$ cat src/rtl/vcore_pkg.sv
// Shared V-CORE front-end constants and the fetch buffer entry layout.
package vcore_pkg;

  localparam int XLEN = 32;
  localparam logic [XLEN-1:0] INSTR_NOP = 32'h0000_0013;

  typedef struct packed {
    logic [XLEN-1:0] pc;
    logic [XLEN-1:0] instr;
  } fetch_entry_t;

endpackage

$ cat src/rtl/sync_fifo.sv
// Small register-file FIFO with synchronous clear; head word is visible
// combinationally from storage and reads as zero while empty.
module sync_fifo #(
  parameter int WIDTH = 32,
  parameter int DEPTH = 4,
  localparam int CW = $clog2(DEPTH) + 1
) (
  input  logic             clk,
  input  logic             reset_n,
  input  logic             clear,
  input  logic             push,
  input  logic [WIDTH-1:0] din,
  input  logic             pop,
  output logic [WIDTH-1:0] dout,
  output logic             full,
  output logic             empty,
  output logic [CW-1:0]    count
);

  localparam int AW = (DEPTH > 1) ? $clog2(DEPTH) : 1;

  logic [WIDTH-1:0] mem_q [DEPTH];
  logic [AW-1:0]    wr_ptr_q;
  logic [AW-1:0]    rd_ptr_q;
  logic [CW-1:0]    count_q;
  logic             do_push;
  logic             do_pop;

  // Explicit wrap keeps non-power-of-two depths (e.g. MAX_OUT=3) correct.
  function automatic logic [AW-1:0] next_ptr(input logic [AW-1:0] p);
    return (p == AW'(DEPTH - 1)) ? '0 : p + AW'(1);
  endfunction

  assign full    = (count_q == CW'(DEPTH));
  assign empty   = (count_q == '0);
  assign count   = count_q;
  assign do_push = push & ~full;
  assign do_pop  = pop & ~empty;
  assign dout    = empty ? '0 : mem_q[rd_ptr_q];

  always_ff @(posedge clk or negedge reset_n) begin
    if (!reset_n) begin
      wr_ptr_q <= '0;
      rd_ptr_q <= '0;
      count_q  <= '0;
    end else if (clear) begin
      wr_ptr_q <= '0;
      rd_ptr_q <= '0;
      count_q  <= '0;
    end else begin
      if (do_push) wr_ptr_q <= next_ptr(wr_ptr_q);
      if (do_pop)  rd_ptr_q <= next_ptr(rd_ptr_q);
      count_q <= count_q + CW'(do_push) - CW'(do_pop);
    end
  end

  always_ff @(posedge clk) begin
    if (do_push && !clear) mem_q[wr_ptr_q] <= din;
  end

endmodule

$ cat src/rtl/ifetch_unit.sv
// Instruction fetch: issues pc_in to imem under a credit limit, pairs returned
// words with their PC and buffers them for decode; flush drops stale traffic.
module ifetch_unit
  import vcore_pkg::*;
#(
  parameter int DEPTH   = 4,
  parameter int MAX_OUT = 2
) (
  input  logic            clk,
  input  logic            reset_n,
  input  logic [XLEN-1:0] pc_in,
  output logic            pc_adv,
  input  logic            flush,
  output logic            imem_req,
  output logic [XLEN-1:0] imem_addr,
  input  logic            imem_gnt,
  input  logic            imem_rvalid,
  input  logic [XLEN-1:0] imem_rdata,
  output logic            inst_valid,
  input  logic            inst_ready,
  output logic [XLEN-1:0] inst_data,
  output logic [XLEN-1:0] inst_pc
);

  localparam int CW = $clog2(DEPTH) + 1;
  localparam int TW = $clog2(MAX_OUT) + 1;

  logic [CW-1:0]   out_cnt_q, out_cnt_d;
  logic [CW-1:0]   drop_cnt_q, drop_cnt_d;
  logic [CW-1:0]   buf_cnt;
  logic [CW:0]     credit_sum;
  logic            accept, rsp, drop, keep;
  logic [XLEN-1:0] tag_pc;
  fetch_entry_t    buf_in, buf_out;
  logic            buf_empty, buf_full;
  logic            tag_full, tag_empty;
  logic [TW-1:0]   tag_count;
  logic            unused_ok;

  // Credits come from registered counts only, so a pop never frees a slot
  // for a request in the same cycle.
  assign credit_sum = {1'b0, out_cnt_q} + {1'b0, buf_cnt};
  assign imem_req   = reset_n & ~flush & (out_cnt_q < CW'(MAX_OUT))
                      & (credit_sum < (CW + 1)'(DEPTH));
  assign imem_addr  = pc_in;
  assign accept     = imem_req & imem_gnt;
  assign pc_adv     = accept;

  // A response with nothing in flight is ignored outright.
  assign rsp  = imem_rvalid & (out_cnt_q != '0);
  assign drop = rsp & (flush | (drop_cnt_q != '0));
  assign keep = rsp & ~drop;

  always_comb begin
    out_cnt_d  = out_cnt_q + CW'(accept) - CW'(rsp);
    drop_cnt_d = drop_cnt_q;
    if (flush) begin
      drop_cnt_d = out_cnt_q - CW'(rsp);
    end else if (drop) begin
      drop_cnt_d = drop_cnt_q - CW'(1);
    end
  end

  always_ff @(posedge clk or negedge reset_n) begin
    if (!reset_n) begin
      out_cnt_q  <= '0;
      drop_cnt_q <= '0;
    end else begin
      out_cnt_q  <= out_cnt_d;
      drop_cnt_q <= drop_cnt_d;
    end
  end

  sync_fifo #(.WIDTH(XLEN), .DEPTH(MAX_OUT)) u_tag_fifo (
    .clk     (clk),
    .reset_n (reset_n),
    .clear   (flush),
    .push    (accept),
    .din     (pc_in),
    .pop     (keep),
    .dout    (tag_pc),
    .full    (tag_full),
    .empty   (tag_empty),
    .count   (tag_count)
  );

  assign buf_in = {tag_pc, imem_rdata};

  sync_fifo #(.WIDTH($bits(fetch_entry_t)), .DEPTH(DEPTH)) u_inst_buf (
    .clk     (clk),
    .reset_n (reset_n),
    .clear   (flush),
    .push    (keep),
    .din     (buf_in),
    .pop     (inst_valid & inst_ready),
    .dout    (buf_out),
    .full    (buf_full),
    .empty   (buf_empty),
    .count   (buf_cnt)
  );

  assign inst_valid = ~buf_empty;
  assign inst_data  = buf_out.instr;
  assign inst_pc    = buf_out.pc;

  assign unused_ok = &{1'b0, tag_full, tag_empty, tag_count, buf_full};

endmodule

$ cat config.mk
export PLATFORM = sky130hd
export DESIGN_NAME = ifetch_unit
export DESIGN_NICKNAME = d
export VERILOG_FILES = /design/src/rtl/vcore_pkg.sv /design/src/rtl/sync_fifo.sv /design/src/rtl/ifetch_unit.sv
export SDC_FILE = /design/constraint.sdc
export NUM_CORES = 1
export LEC_CHECK = 0
export ABC_AREA = 0
export BUFFER_PORTS_ARGS = -buffer_cell sky130_fd_sc_hd__buf_2
export CORE_MARGIN = 3
export CORE_UTILIZATION = 52
export DETAILED_ROUTE_END_ITERATION = 10
export HOLD_SLACK_MARGIN = 0.03
export PLACE_DENSITY = 0.72
export SYNTH_ARGS = -nofsm -noshare
export SYNTH_HDL_FRONTEND = slang
export SYNTH_SLANG_ARGS = --single-unit
$ cat constraint.sdc
create_clock -name clk -period 3 [get_ports clk]
set_input_delay 0.9 -clock clk [delete_from_list [all_inputs] [get_ports clk]]
set_output_delay 0.9 -clock clk [all_outputs]
set_load 0.05 [all_outputs]
==> results of run 1 <==
==> through the flow <==
| step | hold WS (ns) | instance area [um^2] | power [W] | util (%) |
|---|---|---|---|---|
| after floorplan | 0.456 | 13500 | 0.00889 | - |
| after global placement | 0.474 | 14700 | 0.00986 | 57.9 |
| after detailed placement | 0.488 | 14700 | 0.00995 | 57.9 |
| after CTS | 0.338 | 16400 | 0.0151 | 64.7 |
| after global routing | 0.367 | 16600 | 0.0159 | 65.5 |
| final | 0.365 | 16600 | 0.0153 | 65.5 |
==> sequential cells by signal, indices dropped and copies added (netlist names) <==
signal               flops
drop_cnt_q               3
out_cnt_q                3
u_inst_buf.count         3
u_inst_buf.mem_q       256
u_inst_buf.rd_ptr_q      2
u_inst_buf.wr_ptr_q      2
u_tag_fifo.count         2
u_tag_fifo.mem_q        64
u_tag_fifo.rd_ptr_q      1
u_tag_fifo.wr_ptr_q      1
==> worst max path at each step <==
stage                                            start            to  slack [ns]  cells past startpoint
global route        u_inst_buf.rd_ptr_q[0]$_DFFE_PN0P_  inst_data[8]       -0.06                      5
CTS                 u_inst_buf.rd_ptr_q[0]$_DFFE_PN0P_  inst_data[2]       -0.06                      5
floorplan                                        flush        pc_adv        0.06                      4
global placement                                 flush        pc_adv        0.17                      5
detailed placement                               flush        pc_adv        0.12                      5
finish              u_inst_buf.rd_ptr_q[0]$_DFFE_PN0P_   inst_pc[14]      0.0002                      5
==> routing by layer <==
metal	track usage (%)	up-vias	share of wire [%]
li1	-	2972	-
met1	25.4	3336	43
met2	29.8	223	50
met3	2.97	39	5.5
met4	5.16	0	1.9
met5	0	-	0
==> repair_timing <==
action,4_1_cts,5_1_grt
endpoints found under the setup margin,66,64
pin swaps,3,3
buffers inserted,8,2
hold buffers,0,0
gates cloned,3,1
gates resized for setup,176,44
==> area by class of cell <==
type	count	area, um^2
inverters	16	60.1
multi-input cells	267	3130
fillers	1696	8740
clock inverters	17	146
clock buffers	46	917
repair buffers	205	1880
diodes	1	2.50
flip-flops and latches	337	10000
well taps	330	413
==> cells in the mapped netlist (4+ instances only) <==
| cell type | instances |
|---|---|
| edfxtp_1 | 320 |
| a21oi_1 | 5 |
| inv_1 | 15 |
| buf_4 | 33 |
| mux4_2 | 64 |
| mux2i_1 | 34 |
| xor2_1 | 4 |
| nor2_1 | 41 |
| and2_1 | 69 |
| buf_6 | 5 |
| ha_1 | 16 |
| clkbuf_1 | 12 |
| buf_2 | 12 |
| xnor2_1 | 8 |
| dfrtp_1 | 17 |
==> power breakdown <==
part           switching (W)  total, W  internal [W]
Clock                0.00167   0.00402       0.00234
Combinational        0.00329   0.00586       0.00256
Sequential          0.000106   0.00541       0.00531
==> cell families after synthesis <==
kind of cell / count (synthesis)
multiplexers: 98
flip-flops: 337
AND/OR/NAND/NOR: 128
adder cells (fa/ha/maj): 18
XOR/XNOR: 12
AO/OA/AOI/OAI: 11
buffers and inverters: 79
==> worst register-to-register path: stages (launching register included) <==
cell and delay [ns]:
dfrtp_1 0.43, or3_2 0.50, buf_6 0.21, and2_1 0.22, ha_1 0.27, inv_1 0.06
ha_1 0.14, inv_1 0.05, fa_1 0.37, xnor2_1 0.16, nor2_1 0.06
==> results.yml, run 1 <==
route:
  via_count: 6570
  drt-initial-drc-count: 693
  avgRoutedWirePerCell_um: 20.6
  drc: 0
  first_pass_iters: 5
  wirelength_um: 25100
  ant_nets: 0
  vias_per_cell: 5.39
run:
  maxCapViolations: 0
critical_path:
  r2r-start: "u_inst_buf.count[2]$_DFF_PN0_"
  critPathMaxStageDelay_ns: 0.51
  crit_top_cell: "buf_12"
  ff2ff_path_depth: 10
  critPathLaunchType: "register"
  r2r_setup_slack_ns: 0.41
  cp-end-kind: "output port"
  worst_ep_required_time_ns: 2.10
  worstSetupPathType: "register to output port"
  crit_fanout: 8
  rr_endpoint: "u_inst_buf.count[2]$_DFF_PN0_"
  critPathArrivalTime_ns: 2.10
  cp_cell_sequence: "buf_12 > buf_12 > mux4_2 > and2_4 > buf_6"
  cp_slowest_cell: "mux4_2"
  critPathBufInv: 3
  crit_family: "multiplexers"
floorplan:
  die_x_um: 167
  core_um2: 25300
  fp.dieH_um: 167
  dieArea_um2: 27800
  num_rows: 58
  ioPinCount: 169
  start_util_pct: 53.1
sta:
  max_freq_mhz: 333
  period_share_pct: 100
  tightest_slew_ns: 0.991
  final-hold-violation-count: 0
  setup_viol: 0
  rsz0062_at_grt: "yes"
  relSlewSlack_pct: 34.0
  timing.setup.tns_ns: 0
  fin_crit_ns: 3.00
  slew_viol_final: 0
  skew_ns: 0.0196
  worst_slack_ns: 0.000216
cts:
  htree_levels: 2
  numCtsBuffers: 35
  clk_pin_slew_ns: 0.06
  clockBufferDepth: 3
  cts_tree: "yes"
  cts.sinks: 337
  cts-root-buf: "clkbuf_16"
  clk_latency_ns: 0.51
min_path:
  hold_class: "primary input to asynchronous set/reset pin"
synthesis:
  avgSynthCellArea_um2: 19.7
  synth_top_family_by_area: "multiplexers"
  yosys.area_share.simple_pct: 5.36
  yosysSeqAreaShare_pct: 74.6
  ys_warn_count: 0
  syn_nets: 771
  ys_ff_latch: 337
  synthDistinctLibCells: 36
  yosys.area_share.adder_pct: 1.79
  synth_ff_type: "edfxtp_1"
  yosys.area.top_type: "edfxtp_1"
  muxShareOfSynthArea_pct: 13.3
  synthTopCellsByArea: "edfxtp_1 (71%), mux4_2 (11%), and2_1 (3.2%), dfrtp_1 (3.2%), mux2i_1 (2.5%)"
  synth_compound_area_share_pct: 0.670
  synth_edf_count: 320
  synth_xor_area_share_pct: 0.782
  syn_area_um2: 13400
  synth_top_area_share_pct: 71.5
  syn_inst: 683
  synthArstFlopShare_pct: 5.04
global_routing:
  grt.overflow.total: 0
  grt_max_degree: 37
  grt_first_pass_wirelength_um: 39300
  grt_pass1_vias: 7020
  grt_antenna_before_repair: 1
  track_usage_pct: 18.1
place:
  gp_congestion: 0.720
  portBuffers: 168
  dpl.hpwl_um: 14800
  dpl.cell_count: 1141
  dp_slack_ns: 0.117
finish:
  final_common_cell: "edfxtp_1"
  layout_common_cells: "edfxtp_1 (320), buf_2 (103), and2_4 (64), mux4_2 (64), buf_6 (62)"
  drive_above_1_share_pct: 44.7
  finalNonFillerCells: 1219
  area_delta_synth_final_pct: 23.4
  nets: 950
status:
  run_status: "completed"
power_and_ir_drop:
  power_density_nw_per_um2: 921
  vdd_drop_max_mv: 0.678
  p_leak_nw: 5.79
Power figures use the tool's default switching activity.
==> inputs of run 2 (changes only) <==
==> constraint.sdc (replaced) <==
create_clock -name clk -period 2.6 [get_ports clk]
set_input_delay 0.78 -clock clk [delete_from_list [all_inputs] [get_ports clk]]
set_output_delay 0.78 -clock clk [all_outputs]
set_load 0.05 [all_outputs]
==> run 2 against run 1 <==
The run now ends with negative setup slack left. Power up 16%. Die area unchanged. Clock power increased by 14%. Clock-buffer cell count shrank 4. First-iteration DRC count decreased by 24%. Routed wire length is 1.1% higher. Critical path type unchanged.
==> results.yml, run 2 (same netlist as run 1, synthesis figures left out) <==
finish:
  layout_common_cells: "edfxtp_1 (320), buf_2 (102), mux4_2 (64)"
  finalCoreUtilization_pct: 66.0
  final_common_cell: "edfxtp_1"
  final_area_um2: 16700
  largest_reg_flops: 256
  largestRegisters: "u_inst_buf.mem_q: 256 flops, u_tag_fifo.mem_q: 64 flops"
  area_delta_synth_final_pct: 24.4
  drive_above_1_share_pct: 45.0
  nets: 959
  top_register: "u_inst_buf.mem_q"
  finalNonFillerCells: 1226
floorplan:
  ioPinCount: 169
  num_rows: 58
  die_x_um: 167
  dieArea_um2: 27800
  core_um2: 25300
  start_util_pct: 53.1
  fp.dieH_um: 167
power_and_ir_drop:
  p_leak_nw: 5.86
  power_density_nw_per_um2: 1060
  vdd_drop_max_mv: 0.761
place:
  gp_congestion: 0.762
  placed_area_um2: 14700
  dpl.cell_count: 1148
  dpl.hpwl_um: 15200
  dp_slack_ns: -0.0737
  portBuffers: 168
route:
  via_count: 6589
  avgRoutedWirePerCell_um: 20.7
  first_pass_iters: 5
  drt-initial-drc-count: 524
  vias_per_cell: 5.37
  ant_nets: 0
  drc: 0
  wirelength_um: 25300
global_routing:
  track_usage_pct: 18.1
  grt_antenna_before_repair: 1
  grt_pass1_vias: 6939
  grt.overflow.total: 0
  grt_max_degree: 35
  grt_first_pass_wirelength_um: 39100
cts:
  cts_tree: "yes"
  numCtsBuffers: 34
  clockBufferDepth: 3
  cts.sinks: 337
  clk_pin_slew_ns: 0.06
  postCtsHoldBufs: 0
  clk_latency_ns: 0.50
  htree_levels: 2
  cts-root-buf: "clkbuf_16"
sta:
  tightest_slew_ns: 0.588
  period_share_pct: 115
  timing.setup.tns_ns: -18.45
  skew_ns: 0.0131
  worst_slack_ns: -0.381
  relSlewSlack_pct: 60.8
  slew_viol_final: 0
  final-hold-violation-count: 0
  rsz0062_at_grt: "yes"
  max_freq_mhz: 335
  setup_viol: 66
  fin_crit_ns: 2.98
critical_path:
  crit_fanout: 5
  worst_ep_required_time_ns: 1.82
  critPathLaunchType: "register"
  critPathArrivalTime_ns: 2.20
  cp-end-kind: "output port"
  worstSetupPathType: "register to output port"
status:
  run_status: "finished, violations left"
  violations: "negative setup slack"
min_path:
  hold_class: "primary input to asynchronous set/reset pin"
run:
  maxCapViolations: 0
-- run 2: cell types whose count changed in the layout (fill, tap and decap cells not counted), sizes merged --
cell and change:
clkinvlp -1, clkinv +5, buf +9, inv -3, clkbuf -3
-- run 2: through the flow --
stage | hold slack (ns) | power (W)
after floorplan | 0.455 | 0.0103
after global placement | 0.475 | 0.0114
after detailed placement | 0.493 | 0.0115
after CTS | 0.222 | 0.0177
after global routing | 0.243 | 0.0184
final | 0.240 | 0.0177
-- run 2: final timing paths --
check	startpoint	end	slack, ns	cells past startpoint
setup reg to reg	u_inst_buf.count[0]$_DFF_PN0_	u_inst_buf.count[2]$_DFF_PN0_	0.19	9
hold reg to reg	u_tag_fifo.wr_ptr_q$_DFFE_PN0P_	u_tag_fifo.wr_ptr_q$_DFFE_PN0P_	0.50	1
min in group clk	pc_in[2]	u_tag_fifo.mem_q[1][2]$_DFFE_PP_	0.47	1
hold / removal	reset_n	u_tag_fifo.wr_ptr_q$_DFFE_PN0P_	0.24	2
setup / recovery	u_inst_buf.rd_ptr_q[0]$_DFFE_PN0P_	inst_data[19]	-0.38	6
max in group asynchronous	reset_n	u_inst_buf.rd_ptr_q[1]$_DFFE_PN0P_	2.14	2
-- run 2: layer usage --
metal	track usage, %	vias to the layer above	part of all wire [%]
met5	0	-	0
met4	4.63	0	1.9
met3	2.87	38	5.3
met2	30.6	249	51
met1	25.1	3318	42
li1	-	2984	-
-- run 2: cell type report --
class / count / area (um^2)
flip-flops and latches: 337 / 10000
fillers: 1657 / 8600
multi-input cells: 267 / 3110
repair buffers: 215 / 2030
clock buffers: 42 / 922
well taps: 330 / 413
clock inverters: 18 / 138
inverters: 16 / 60.1
diodes: 1 / 2.50
-- run 2: what timing repair did --
item	CTS	global route
gates resized for setup	207	9
pin swaps	7	3
gates cloned	4	2
setup endpoints to repair	67	66
setup buffers	9	2
-- run 2: power by group --
group	internal, W	switching (W)	total, W
clock network	0.00272	0.00188	0.00459
registers	0.00612	0.000123	0.00624
logic	0.00307	0.00383	0.00691
total	0.0119	0.00583	0.0177
-- run 2: worst max-delay path, cell delays in order, from the launching register on --
cell and delay [ns]:
dfrtp_4 0.53, buf_12 0.15, buf_12 0.13, buf_16 0.13
mux4_2 0.43, and2_4 0.19, buf_8 0.14
==> inputs of run 3 (changes only) <==
--- a/config.mk
+++ b/config.mk
@@ -8,10 +8,10 @@
 export ABC_AREA = 0
 export BUFFER_PORTS_ARGS = -buffer_cell sky130_fd_sc_hd__buf_2
 export CORE_MARGIN = 3
-export CORE_UTILIZATION = 52
+export CORE_UTILIZATION = 48
 export DETAILED_ROUTE_END_ITERATION = 10
 export HOLD_SLACK_MARGIN = 0.03
-export PLACE_DENSITY = 0.72
+export PLACE_DENSITY = 0.64
 export SYNTH_ARGS = -nofsm -noshare
 export SYNTH_HDL_FRONTEND = slang
 export SYNTH_SLANG_ARGS = --single-unit
==> constraint.sdc (replaced) <==
create_clock -name clk -period 3.4 [get_ports clk]
set_input_delay 1.02 -clock clk [delete_from_list [all_inputs] [get_ports clk]]
set_output_delay 1.02 -clock clk [all_outputs]
set_load 0.05 [all_outputs]
==> run 3 against run 2 <==
Register-to-register slack gained 0.58 ns. Power shrank 32%. The run now ends clean. Sequential power shrank 23%. Largest power group is now registers. Core utilization shrank 8.5 points.
==> results.yml, run 3 (same netlist as run 1, synthesis figures left out) <==
finish:
  final_common_cell: "edfxtp_1"
  regArea_um2: 10000
  layout_common_cells: "edfxtp_1 (320), buf_2 (168), and2_1 (65)"
  fillers: 2101
  top_register: "u_inst_buf.mem_q"
  multi_input_area_um2: 2950
  drive_above_1_share_pct: 36.1
  largest_reg_flops: 256
  finalNonFillerCells: 1245
  nets: 934
  final_area_um2: 15700
  largestRegisters: "u_inst_buf.mem_q: 256 flops, u_tag_fifo.mem_q: 64 flops"
  area_delta_synth_final_pct: 16.6
sta:
  hold_slack_ns: 0.485
  skew_ns: 0.0178
  relSlewSlack_pct: 54.7
  tightest_slew_ns: 0.680
  timing.setup.tns_ns: 0
  fin_crit_ns: 3.25
  final-hold-violation-count: 0
  max_freq_mhz: 308
  setup_viol: 0
  worst_slack_ns: 0.151
  period_share_pct: 95.6
  rsz0062_at_grt: "no"
  slew_viol_final: 0
global_routing:
  grt.overflow.total: 0
  grt_max_degree: 37
  grt_pass1_vias: 7074
  track_usage_pct: 16.6
  grt_first_pass_wirelength_um: 39000
  grt_antenna_before_repair: 2
floorplan:
  num_rows: 60
  die_x_um: 173
  fp.dieH_um: 173
  core_um2: 27300
  ioPinCount: 169
  start_util_pct: 49.3
  dieArea_um2: 30100
place:
  dpl.cell_count: 1181
  dp_slack_ns: 0.280
  gp_congestion: 0.763
  dpl.hpwl_um: 15400
  placed_area_um2: 14600
  portBuffers: 168
route:
  drc: 0
  drt-initial-drc-count: 434
  wirelength_um: 24500
  via_count: 6511
  vias_per_cell: 5.23
  first_pass_iters: 6
  avgRoutedWirePerCell_um: 19.7
  ant_nets: 0
min_path:
  hold_class: "primary input to asynchronous set/reset pin"
power_and_ir_drop:
  vdd_drop_max_mv: 0.538
  power_density_nw_per_um2: 766
  p_leak_nw: 5.44
cts:
  clk_pin_slew_ns: 0.06
  clk_latency_ns: 0.51
  cts_tree: "yes"
  clockBufferDepth: 3
  cts-root-buf: "clkbuf_16"
  numCtsBuffers: 35
  cts_setup_buffers: 0
  cts.sinks: 337
  htree_levels: 2
critical_path:
  worst_ep_required_time_ns: 2.38
  critPathLaunchType: "register"
  r2r-start: "u_inst_buf.count[0]$_DFF_PN0_"
  worstSetupPathType: "register to output port"
  crit_fanout: 4
  critPathArrivalTime_ns: 2.23
  cp-end-kind: "output port"
  critical_path.startpoint: "out_cnt_q[2]$_DFF_PN0_"
run:
  maxCapViolations: 0
status:
  run_status: "completed"
==> run 3: changes by cell type in the layout (fill, tap and decap cells not counted), sizes merged <==
cell,before,now
buf,213,189
clkbuf,44,48
clkinv,15,14
bufinv,2,0
==> run 3: what timing repair did <==
action,CTS,global route
setup endpoints to repair,0,2
hold buffers,0,0
gates resized for setup,0,1
==> run 3: power by group <==
part / switching, W / total, W / internal, W
logic: 0.00263 / 0.00381 / 0.00118
clock network: 0.00145 / 0.00340 / 0.00196
registers: 0.000105 / 0.00479 / 0.00468
==> run 3: metal layers <==
layer / vias to the layer above / routed length, um / GRT usage, %
met3: 49 / 1350 / 2.87
li1: 2940 / - / -
met4: 2 / 652 / 5.64
met1: 3306 / 10100 / 21.7
met2: 214 / 12300 / 28.5
met5: - / 13 / 0
==> run 3: through the flow <==
stage                     power [W]  utilization [%]
final                        0.0120             57.5
after global routing         0.0126             57.5
after CTS                    0.0122             57.5
after detailed placement    0.00875             53.7
after global placement      0.00869             53.7
after floorplan             0.00784                -
==> run 3: layout make-up <==
type                    count  share of cell area, %
flip-flops and latches    337                   64.0
multi-input cells         267                   18.8
repair buffers            189                   7.19
clock buffers              48                   6.03
well taps                 372                   2.97
clock inverters            15                  0.543
inverters                  16                  0.383
diodes                      1                 0.0160
==> run 3: worst max-delay path: stages, from the launching register on <==
cell     delay (ns)
dfrtp_1        0.45
ha_1           0.33
nor4b_2        0.22
and4b_2        0.28
and2_2         0.18
buf_2          0.26
==> run 3: final timing paths <==
check / endpoint / slack (ns) / depth (start not counted)
min in group clk: u_tag_fifo.wr_ptr_q$_DFFE_PN0P_ / 0.53 / 1
max reg2reg: u_inst_buf.count[2]$_DFF_PN0_ / 0.77 / 10
max in group asynchronous: u_inst_buf.rd_ptr_q[1]$_DFFE_PN0P_ / 2.68 / 2
min: u_tag_fifo.wr_ptr_q$_DFFE_PN0P_ / 0.48 / 2
min reg2reg: u_tag_fifo.wr_ptr_q$_DFFE_PN0P_ / 0.53 / 1
max: pc_adv / 0.15 / 5
